==> src/rtl/spell_mem_arbiter_pkg.sv <==
// Shared types and constants for the spell memory arbiter: memory-type codes
// seen on the bus and the arbiter FSM state encoding.
package spell_mem_arbiter_pkg;

  // Memory-type encodings carried on rN_type / m_type
  localparam logic [1:0] MEMTYPE_CODE  = 2'd0;
  localparam logic [1:0] MEMTYPE_DATA  = 2'd1;
  localparam logic [1:0] MEMTYPE_STACK = 2'd2;
  localparam logic [1:0] MEMTYPE_IO    = 2'd3;

  typedef enum logic [1:0] {
    ST_IDLE    = 2'd0,
    ST_GRANT   = 2'd1,
    ST_BUSY    = 2'd2,
    ST_RELEASE = 2'd3
  } arb_state_t;

endpackage

==> src/rtl/spell_mem_arbiter_if.sv <==
// Bundle of both requester ports and the memory port around the arbiter.
// slave = arbiter side, master = requesters plus memory model side.
interface spell_mem_arbiter_if;
  logic       r0_select,     r1_select;
  logic [7:0] r0_addr,       r1_addr;
  logic [7:0] r0_data_in,    r1_data_in;
  logic [1:0] r0_type,       r1_type;
  logic       r0_write,      r1_write;
  logic [7:0] r0_data_out,   r1_data_out;
  logic       r0_data_ready, r1_data_ready;
  logic       r0_error,      r1_error;

  logic       m_select;
  logic [7:0] m_addr;
  logic [7:0] m_data_in;
  logic [1:0] m_type;
  logic       m_write;
  logic [7:0] m_data_out;
  logic       m_data_ready;

  logic       grant;
  logic       busy;

  modport slave (
    input  r0_select, r0_addr, r0_data_in, r0_type, r0_write,
    input  r1_select, r1_addr, r1_data_in, r1_type, r1_write,
    output r0_data_out, r0_data_ready, r0_error,
    output r1_data_out, r1_data_ready, r1_error,
    output m_select, m_addr, m_data_in, m_type, m_write,
    input  m_data_out, m_data_ready,
    output grant, busy
  );

  modport master (
    output r0_select, r0_addr, r0_data_in, r0_type, r0_write,
    output r1_select, r1_addr, r1_data_in, r1_type, r1_write,
    input  r0_data_out, r0_data_ready, r0_error,
    input  r1_data_out, r1_data_ready, r1_error,
    input  m_select, m_addr, m_data_in, m_type, m_write,
    output m_data_out, m_data_ready,
    input  grant, busy
  );
endinterface

==> src/rtl/spell_mem_arbiter.sv <==
// Two-requester arbiter in front of spell_mem_dff: one whole transaction per
// grant, owner-steered completion and a forced error completion on timeout.
module spell_mem_arbiter
  import spell_mem_arbiter_pkg::*;
#(
  parameter int TIMEOUT_CYCLES = 255,
  parameter bit FIXED_PRIORITY = 1'b0
) (
  input logic                clock,
  input logic                reset,
  spell_mem_arbiter_if.slave bus
);

  localparam logic [15:0] TIMEOUT_LAST = 16'(TIMEOUT_CYCLES - 1);

  arb_state_t  state_reg,     state_next;
  logic        grant_reg,     grant_next;
  logic        rr_reg,        rr_next;
  logic        m_select_reg,  m_select_next;
  logic        m_write_reg,   m_write_next;
  logic [7:0]  m_addr_reg,    m_addr_next;
  logic [7:0]  m_data_in_reg, m_data_in_next;
  logic [1:0]  m_type_reg,    m_type_next;
  logic [15:0] count_reg,     count_next;
  logic        pick;
  logic        timeout_hit;

  // An ack arriving in the final timeout cycle wins over the forced error.
  assign timeout_hit = (state_reg == ST_BUSY) && (count_reg == TIMEOUT_LAST)
                       && !bus.m_data_ready;

  always_comb begin
    if (bus.r0_select && bus.r1_select) pick = FIXED_PRIORITY ? 1'b0 : rr_reg;
    else                                pick = bus.r1_select;
  end

  always_comb begin
    state_next     = state_reg;
    grant_next     = grant_reg;
    rr_next        = rr_reg;
    m_select_next  = m_select_reg;
    m_write_next   = m_write_reg;
    m_addr_next    = m_addr_reg;
    m_data_in_next = m_data_in_reg;
    m_type_next    = m_type_reg;
    count_next     = count_reg;
    case (state_reg)
      ST_IDLE: begin
        count_next = '0;
        if (bus.r0_select || bus.r1_select) begin
          grant_next     = pick;
          m_addr_next    = pick ? bus.r1_addr    : bus.r0_addr;
          m_data_in_next = pick ? bus.r1_data_in : bus.r0_data_in;
          m_type_next    = pick ? bus.r1_type    : bus.r0_type;
          m_write_next   = pick ? bus.r1_write   : bus.r0_write;
          state_next     = ST_GRANT;
        end
      end
      ST_GRANT: begin
        m_select_next = 1'b1;
        state_next    = ST_BUSY;
      end
      ST_BUSY: begin
        count_next = count_reg + 16'd1;
        if (bus.m_data_ready) begin
          m_select_next = 1'b0;
          m_write_next  = 1'b0;
          rr_next       = ~grant_reg;
          state_next    = ST_RELEASE;
        end else if (timeout_hit) begin
          m_select_next = 1'b0;
          state_next    = ST_RELEASE;
        end
      end
      ST_RELEASE: state_next = ST_IDLE;
      default:    state_next = ST_IDLE;
    endcase
  end

  always_ff @(posedge clock) begin
    if (reset) begin
      state_reg     <= ST_IDLE;
      grant_reg     <= 1'b0;
      rr_reg        <= 1'b0;
      m_select_reg  <= 1'b0;
      m_write_reg   <= 1'b0;
      m_addr_reg    <= '0;
      m_data_in_reg <= '0;
      m_type_reg    <= '0;
      count_reg     <= '0;
    end else begin
      state_reg     <= state_next;
      grant_reg     <= grant_next;
      rr_reg        <= rr_next;
      m_select_reg  <= m_select_next;
      m_write_reg   <= m_write_next;
      m_addr_reg    <= m_addr_next;
      m_data_in_reg <= m_data_in_next;
      m_type_reg    <= m_type_next;
      count_reg     <= count_next;
    end
  end

  // Return path is combinational so the owner sees the ack in the same cycle.
  always_comb begin
    bus.r0_data_ready = 1'b0;
    bus.r0_error      = 1'b0;
    bus.r0_data_out   = '0;
    bus.r1_data_ready = 1'b0;
    bus.r1_error      = 1'b0;
    bus.r1_data_out   = '0;
    if (state_reg == ST_BUSY) begin
      if (grant_reg) begin
        bus.r1_data_ready = bus.m_data_ready | timeout_hit;
        bus.r1_error      = timeout_hit;
        bus.r1_data_out   = timeout_hit ? 8'hFF : bus.m_data_out;
      end else begin
        bus.r0_data_ready = bus.m_data_ready | timeout_hit;
        bus.r0_error      = timeout_hit;
        bus.r0_data_out   = timeout_hit ? 8'hFF : bus.m_data_out;
      end
    end
  end

  assign bus.m_select  = m_select_reg;
  assign bus.m_write   = m_write_reg;
  assign bus.m_addr    = m_addr_reg;
  assign bus.m_data_in = m_data_in_reg;
  assign bus.m_type    = m_type_reg;
  assign bus.grant     = grant_reg;
  assign bus.busy      = (state_reg != ST_IDLE);

endmodule

==> src/flat_wrapper.sv <==
// flat-port wrapper written by rule: the top's interface ports become plain ports
module spell_mem_arbiter_flat import spell_mem_arbiter_pkg::*;
#(
  parameter int TIMEOUT_CYCLES = 255,
  parameter bit FIXED_PRIORITY = 1'b0
)
  (clock, reset, bus_r0_select, bus_r0_addr, bus_r0_data_in, bus_r0_type, bus_r0_write, bus_r1_select, bus_r1_addr, bus_r1_data_in, bus_r1_type, bus_r1_write, bus_r0_data_out, bus_r0_data_ready, bus_r0_error, bus_r1_data_out, bus_r1_data_ready, bus_r1_error, bus_m_select, bus_m_addr, bus_m_data_in, bus_m_type, bus_m_write, bus_m_data_out, bus_m_data_ready, bus_grant, bus_busy);
  spell_mem_arbiter_if bus_i ();
  input logic clock;
  input logic reset;
  input wire logic [$bits(bus_i.r0_select)-1:0] bus_r0_select;
  input wire logic [$bits(bus_i.r0_addr)-1:0] bus_r0_addr;
  input wire logic [$bits(bus_i.r0_data_in)-1:0] bus_r0_data_in;
  input wire logic [$bits(bus_i.r0_type)-1:0] bus_r0_type;
  input wire logic [$bits(bus_i.r0_write)-1:0] bus_r0_write;
  input wire logic [$bits(bus_i.r1_select)-1:0] bus_r1_select;
  input wire logic [$bits(bus_i.r1_addr)-1:0] bus_r1_addr;
  input wire logic [$bits(bus_i.r1_data_in)-1:0] bus_r1_data_in;
  input wire logic [$bits(bus_i.r1_type)-1:0] bus_r1_type;
  input wire logic [$bits(bus_i.r1_write)-1:0] bus_r1_write;
  output wire logic [$bits(bus_i.r0_data_out)-1:0] bus_r0_data_out;
  output wire logic [$bits(bus_i.r0_data_ready)-1:0] bus_r0_data_ready;
  output wire logic [$bits(bus_i.r0_error)-1:0] bus_r0_error;
  output wire logic [$bits(bus_i.r1_data_out)-1:0] bus_r1_data_out;
  output wire logic [$bits(bus_i.r1_data_ready)-1:0] bus_r1_data_ready;
  output wire logic [$bits(bus_i.r1_error)-1:0] bus_r1_error;
  output wire logic [$bits(bus_i.m_select)-1:0] bus_m_select;
  output wire logic [$bits(bus_i.m_addr)-1:0] bus_m_addr;
  output wire logic [$bits(bus_i.m_data_in)-1:0] bus_m_data_in;
  output wire logic [$bits(bus_i.m_type)-1:0] bus_m_type;
  output wire logic [$bits(bus_i.m_write)-1:0] bus_m_write;
  input wire logic [$bits(bus_i.m_data_out)-1:0] bus_m_data_out;
  input wire logic [$bits(bus_i.m_data_ready)-1:0] bus_m_data_ready;
  output wire logic [$bits(bus_i.grant)-1:0] bus_grant;
  output wire logic [$bits(bus_i.busy)-1:0] bus_busy;
  assign bus_i.r0_select = bus_r0_select;
  assign bus_i.r0_addr = bus_r0_addr;
  assign bus_i.r0_data_in = bus_r0_data_in;
  assign bus_i.r0_type = bus_r0_type;
  assign bus_i.r0_write = bus_r0_write;
  assign bus_i.r1_select = bus_r1_select;
  assign bus_i.r1_addr = bus_r1_addr;
  assign bus_i.r1_data_in = bus_r1_data_in;
  assign bus_i.r1_type = bus_r1_type;
  assign bus_i.r1_write = bus_r1_write;
  assign bus_r0_data_out = bus_i.r0_data_out;
  assign bus_r0_data_ready = bus_i.r0_data_ready;
  assign bus_r0_error = bus_i.r0_error;
  assign bus_r1_data_out = bus_i.r1_data_out;
  assign bus_r1_data_ready = bus_i.r1_data_ready;
  assign bus_r1_error = bus_i.r1_error;
  assign bus_m_select = bus_i.m_select;
  assign bus_m_addr = bus_i.m_addr;
  assign bus_m_data_in = bus_i.m_data_in;
  assign bus_m_type = bus_i.m_type;
  assign bus_m_write = bus_i.m_write;
  assign bus_i.m_data_out = bus_m_data_out;
  assign bus_i.m_data_ready = bus_m_data_ready;
  assign bus_grant = bus_i.grant;
  assign bus_busy = bus_i.busy;
  spell_mem_arbiter #(.TIMEOUT_CYCLES(TIMEOUT_CYCLES), .FIXED_PRIORITY(FIXED_PRIORITY)) u_core (.clock(clock), .reset(reset), .bus(bus_i));
endmodule
==> config.mk <==
export PLATFORM = sky130hd
export DESIGN_NAME = spell_mem_arbiter_flat
export DESIGN_NICKNAME = d
export VERILOG_FILES = /design/src/rtl/spell_mem_arbiter_pkg.sv /design/src/rtl/spell_mem_arbiter_if.sv /design/src/rtl/spell_mem_arbiter.sv /design/src/flat_wrapper.sv
export SDC_FILE = /design/constraint.sdc
export NUM_CORES = 1
export LEC_CHECK = 0
export CORE_MARGIN = 4
export CORE_UTILIZATION = 46
export CTS_CLUSTER_DIAMETER = 120
export DETAILED_ROUTE_END_ITERATION = 7
export MAX_ROUTING_LAYER = met4
export PLACE_DENSITY = 0.86
export REMOVE_ABC_BUFFERS = 1
export SYNTH_ARGS = -nofsm -noshare
export SYNTH_HDL_FRONTEND = slang
export SYNTH_SLANG_ARGS = --single-unit
==> constraint.sdc <==
create_clock -name clock -period 4.4 [get_ports clock]
set_input_delay 0.66 -clock clock [delete_from_list [all_inputs] [get_ports clock]]
set_output_delay 0.66 -clock clock [all_outputs]
set_load 0.02 [all_outputs]
# Yosys cells after proc, flatten, opt, wreduce, memory -nomap -nowiden
# Cells that the tools add are included.
dict set report totals {
  inputBits 51
  register_bits 40
}
dict set report classes {
  n_addsub 1
  reduce_logical 14
  mux 29
  n_bitwise 2
  n_eq_ne 7
}
# cell n
set op_table {}
lappend op_table {{$mux W8} 7}
lappend op_table {{$pmux W16 S2} 1}
lappend op_table {{$add A16 B1 Y16 const B} 1}
lappend op_table {{$eq A16 B8 Y1 const B} 1}
lappend op_table {{$mux W1} 14}
lappend op_table {{$mux W2} 4}
lappend op_table {{$pmux W2 S4} 1}
lappend op_table {{$reduce_and A2 Y1} 4}
lappend op_table {{$reduce_bool A2 Y1} 3}
lappend op_table {{$eq A2 B2 Y1 const B} 2}
lappend op_table {{$pmux W1 S2} 2}
lappend op_table {{$logic_and A1 B1 Y1} 3}
lappend op_table {{$ne A3 B2 Y1 const B} 1}
lappend op_table {{$reduce_and A3 Y1} 1}
lappend op_table {{$eq A2 B1 Y1 const B} 1}
lappend op_table {{$logic_not A2 Y1} 1}
lappend op_table {{$ne A2 B1 Y1 const B} 1}
lappend op_table {{$ne A2 B2 Y1 const B} 1}
lappend op_table {{$logic_not A1 Y1} 1}
lappend op_table {{$logic_or A1 B1 Y1} 1}
lappend op_table {{$not A1 Y1} 1}
lappend op_table {{$or A1 B1 Y1} 1}

# Logic depth before layout (Yosys ltp)
dict set report logic_depth {
  depth_word 6
  depth_mapped 7
  depth_no_buf 6
}

# Worst setup path before layout
# No wires, ideal clock.
dict set report synth_timing {
  path_type {register -> output}
  start {register u_core.state_reg[0]}
  end {output port bus_r0_error}
  path_slack_ps 2094
  arrival_ps 1646
  path_stages_with_launch 6
  required_ps 3740
  path_cell_list {dfxtp_1 inv_1 ha_1 and2b_1 nand4_2 nor4_1}
}
dict set report synth_via {
  elab_chain_len 5
}
# item line
set synth_lines {}
lappend synth_lines {{start: declaration} spell_mem_arbiter.sv:16} ;# arb_state_t state_reg, state_next;
lappend synth_lines {{start signal: assignment} spell_mem_arbiter.sv:92} ;# state_reg <= state_next;
lappend synth_lines {{$eq A2 B2 Y1 *} {spell_mem_arbiter.sv:29, spell_mem_arbiter.sv:112}}
lappend synth_lines {{$logic_and A1 B1 Y1} spell_mem_arbiter.sv:29} ;# assign timeout_hit = (state_reg == ST_BUSY) && (count_reg == TIMEOUT_LAST)
lappend synth_lines {{$logic_and A1 B1 Y1} spell_mem_arbiter.sv:30} ;# && !bus.m_data_ready;
lappend synth_lines {{$mux W1} spell_mem_arbiter.sv:113} ;# if (grant_reg) begin
lappend synth_lines {{$mux W1 *} spell_mem_arbiter.sv:112} ;# if (state_reg == ST_BUSY) begin
lappend synth_lines {{end: declaration} flat_wrapper.sv:23} ;# output wire logic [$bits(bus_i.r0_error)-1:0] bus_r0_error;
# Every way passes the cells marked *; elsewhere a longest branch is shown, timed or not.

# Worst setup path in the final report
dict set report layout_timing {
  start {register u_core.state_reg[0]}
  end {output port bus_r0_data_out[5]}
}
dict set report layout_via {
  elab_chain_len 6
}
# item line
set layout_lines {}
lappend layout_lines {{$eq A2 B2 Y1 *} {spell_mem_arbiter.sv:29, spell_mem_arbiter.sv:112}}
lappend layout_lines {{$logic_and A1 B1 Y1} spell_mem_arbiter.sv:29}
lappend layout_lines {{$logic_and A1 B1 Y1} spell_mem_arbiter.sv:30}
lappend layout_lines {{$mux W8} spell_mem_arbiter.sv:120} ;# bus.r0_data_out = timeout_hit ? 8'hFF : bus.m_data_out;
lappend layout_lines {{$mux W8} spell_mem_arbiter.sv:113}
lappend layout_lines {{$mux W8 *} spell_mem_arbiter.sv:112}
lappend layout_lines {{end: declaration} flat_wrapper.sv:21} ;# output wire logic [$bits(bus_i.r0_data_out)-1:0] bus_r0_data_out;
# Marks and branches as above.

==> results.md <==
* Final hold violation count at 0
* R2R Path Start: u_core.state_reg[0]
* Flop-to-flop setup slack at 2370 ps
* Ports at 93
* Post_cts resized at 0
* Outcome: completed
* Crit path time final at roughly 3600 ps
* Fin. max-slew vios at 0
* Worst IR Drop VDD at 0.260 mV
* GRT Util Overall at 20.1%
* Number of synthesized flops with an enable pin at 0
* Top_reg_cell synth: dfxtp_1
* Most common cell after layout, fill and taps aside: clkdlybuf4s50_1
* Worst-path clk slew at 70 ps
* Switch Pwr at 550 µW
* Int Pwr at 879 µW
* CTS buffer count at 5
* Pleak at 1.19 nW
* GRT Residual Overflow at 0
* FF-to-FF path depth at 6
* Final net count at around 400
* Final Power at ~1.4 mW
* Total of max-cap violations at 0
* Detailed placer's ending HPWL at roughly 4600 µm
* Initial core utilization at 49.1%
* Synth Warn # at 0
* Leading cell types in the layout, fill and taps excluded: 92 x clkdlybuf4s50_1, 40 x dfxtp_1, 36 x nor2_1, 22 x mux2i_1, 19 x a211oi_1
* Worst Tran Pin Value at 1160 ps
* Die height at just under 80 µm
* PwrDens at 443 nW/µm²
* Avg WL per Cell at 15.2 µm
* #FFs+latches synth at 40
* Hold buffer count at CTS at 0
* Worst min path class: flip-flop to flip-flop
* Cell Area, Synth at between 2000 and 2500 µm²
* Area of the core at 4470 µm²
* # Post-CTS Setup Buffers at 0
* Min-Delay Path Depth at 2
* FFs w/ async S/R, synth at 0%
* Max reg flops at 16
* Critical hold path startpoint: u_core.bus.m_data_in[1]
* Clock Power Share at 17.8%
* Initial antenna violation count at 0
* Root Buffer: clkbuf_8
* RSZ-0062 raised after global routing: no
* Hold EP: u_core.bus.m_data_in[1]
* Post-Synthesis Cells at 249
* Fmax achieved at around 280 MHz
* Core Rows at 24
* Setup crit start kind: flip-flop
* Net Sw Frac at 38.5%
* CP max FO at 16
* Layout Skew at 7.01 ps
* IO buf count at 92
* Critical register-to-register path endpoint: u_core.count_reg[15]
* Drt first-iter violations at about 150
* Synth top area cells: dfxtp_1 36%, mux2i_1 10%, a211oi_1 6.5%
* Synthesized area per cell at about 9 µm²
* TritonCTS Sinks at 40
* CTS tree: built
* Clk buf depth at 2
* Max-slew headroom at 22.3%
* Drt first pass iters at 4
* Vias in the first global route at 2066
* Post-synth top area share at between 30% and 40%
* Crit. End Element: output port
* Die width at about 77 µm
* # DRC at 0
* RD Place Congestion at a little under 0.9
* Pin count of the biggest net entering global routing at 37
* Sequential power share at 34.7%
* WP data required at 3740 ps
* Unique masters post-synth at 53
* Vias/cell at 5.49
* Crit share post-route at 81.3%
* Wirelength, routed at 5930 µm
* Area growth syn-to-layout at 47.0%
* Crit Path Category: flip-flop to output port
* Antenna Cells at 0
* TNS Setup at 0 ps
* Layout cells sized above 1 at 7.37%
* DIE AREA at between 5000 and 6000 µm²
* Post-synthesis cell type with the largest combined area: dfxtp_1
* Final setup viols at 0
* Vias at 2145
* Detail Route Antenna Nets at 0
* CP Data Arrival Time at 2920 ps
* H-tree depth at 2
* Post-synthesis sequential area ratio at 36.5%
* Logic pwr share at ~48%
* First-pass GRT wire length at 9490 µm
* Worst-skew pair later-pin latency at around 290 ps
-- area by class of cell --
type | instances | area (µm²)
clock buffers | 7 | 86.3
clock inverters | 1 | 7.51
fillers | 353 | 1250
inverters | 8 | 30.0
multi-input cells | 189 | 1300
flip-flops and latches | 40 | 801
well taps | 52 | 65.1
repair buffers | 94 | 936
-- through the flow --
step	instances	cell area, µm²	setup WS [ps]	hold slack [ps]	utilization (%)
final	391	3230	824	501	72.1
after global routing	391	3230	572	518	72.1
after CTS	391	3230	828	503	72.1
after detailed placement	383	3130	1170	493	70.1
after global placement	383	3130	1230	466	70.1
after floorplan	237	2130	1920	447	-
-- kinds of logic after synthesis --
family	synth area share (%)
buffers and inverters	4.39
AND/OR/NAND/NOR	21.6
flip-flops	36.5
AO/OA/AOI/OAI	22.8
multiplexers	12.1
XOR/XNOR	0.399
adder cells (fa/ha/maj)	2.28
-- synth_stat cells, types with 4 or more instances --
| library cell | n |
|---|---|
| a211oi_1 | 19 |
| a21oi_1 | 11 |
| clkbuf_1 | 5 |
| dfxtp_1 | 40 |
| ha_1 | 4 |
| inv_1 | 8 |
| mux2_2 | 4 |
| mux2i_1 | 22 |
| nand2_1 | 12 |
| nand4_1 | 7 |
| nor2_1 | 36 |
| o21a_1 | 17 |
| o21ai_0 | 7 |
-- how the worst max path moves through the flow --
stage	start	endpoint	slack [ps]	depth (start not counted)
after CTS	u_core.state_reg[0]	bus_r0_data_out[1]	830	7
final	u_core.state_reg[0]	bus_r0_data_out[5]	820	7
after global routing	u_core.state_reg[0]	bus_r1_data_out[6]	570	7
after global placement	bus_m_data_ready	bus_r1_data_out[1]	1230	4
after detailed placement	u_core.state_reg[0]	bus_r0_data_out[1]	1170	7
after floorplan	u_core.state_reg[0]	bus_r0_error	1920	5
-- worst max-delay path, stage by stage (launching register included) --
cell and delay (ps):
dfxtp_1 300, inv_1 100, ha_1 480, and2b_1 220, nand4_2 190, nor3_4 540
o21a_1 180, clkdlybuf4s50_1 600
-- routing by layer --
| metal | vias up | wire length, µm | global-route usage, % |
|---|---|---|---|
| met5 | - | 0 | - |
| met4 | 0 | 116 | 7.65 |
| met3 | 10 | 476 | 6.91 |
| met2 | 75 | 2760 | 32.8 |
| met1 | 964 | 2570 | 22.8 |
| li1 | 1096 | - | - |
-- power by group through the flow --
| stage | Sequential [mW] | Clock [mW] | Combinational, mW |
|---|---|---|---|
| floorplan | 0.590 | 0 | 0.278 |
| global placement | 0.498 | 0 | 0.669 |
| detailed placement | 0.504 | 0 | 0.678 |
| CTS | 0.496 | 0.260 | 0.682 |
| global route | 0.508 | 0.277 | 0.733 |
| finish | 0.496 | 0.254 | 0.678 |
Power figures use the tool's default switching activity.
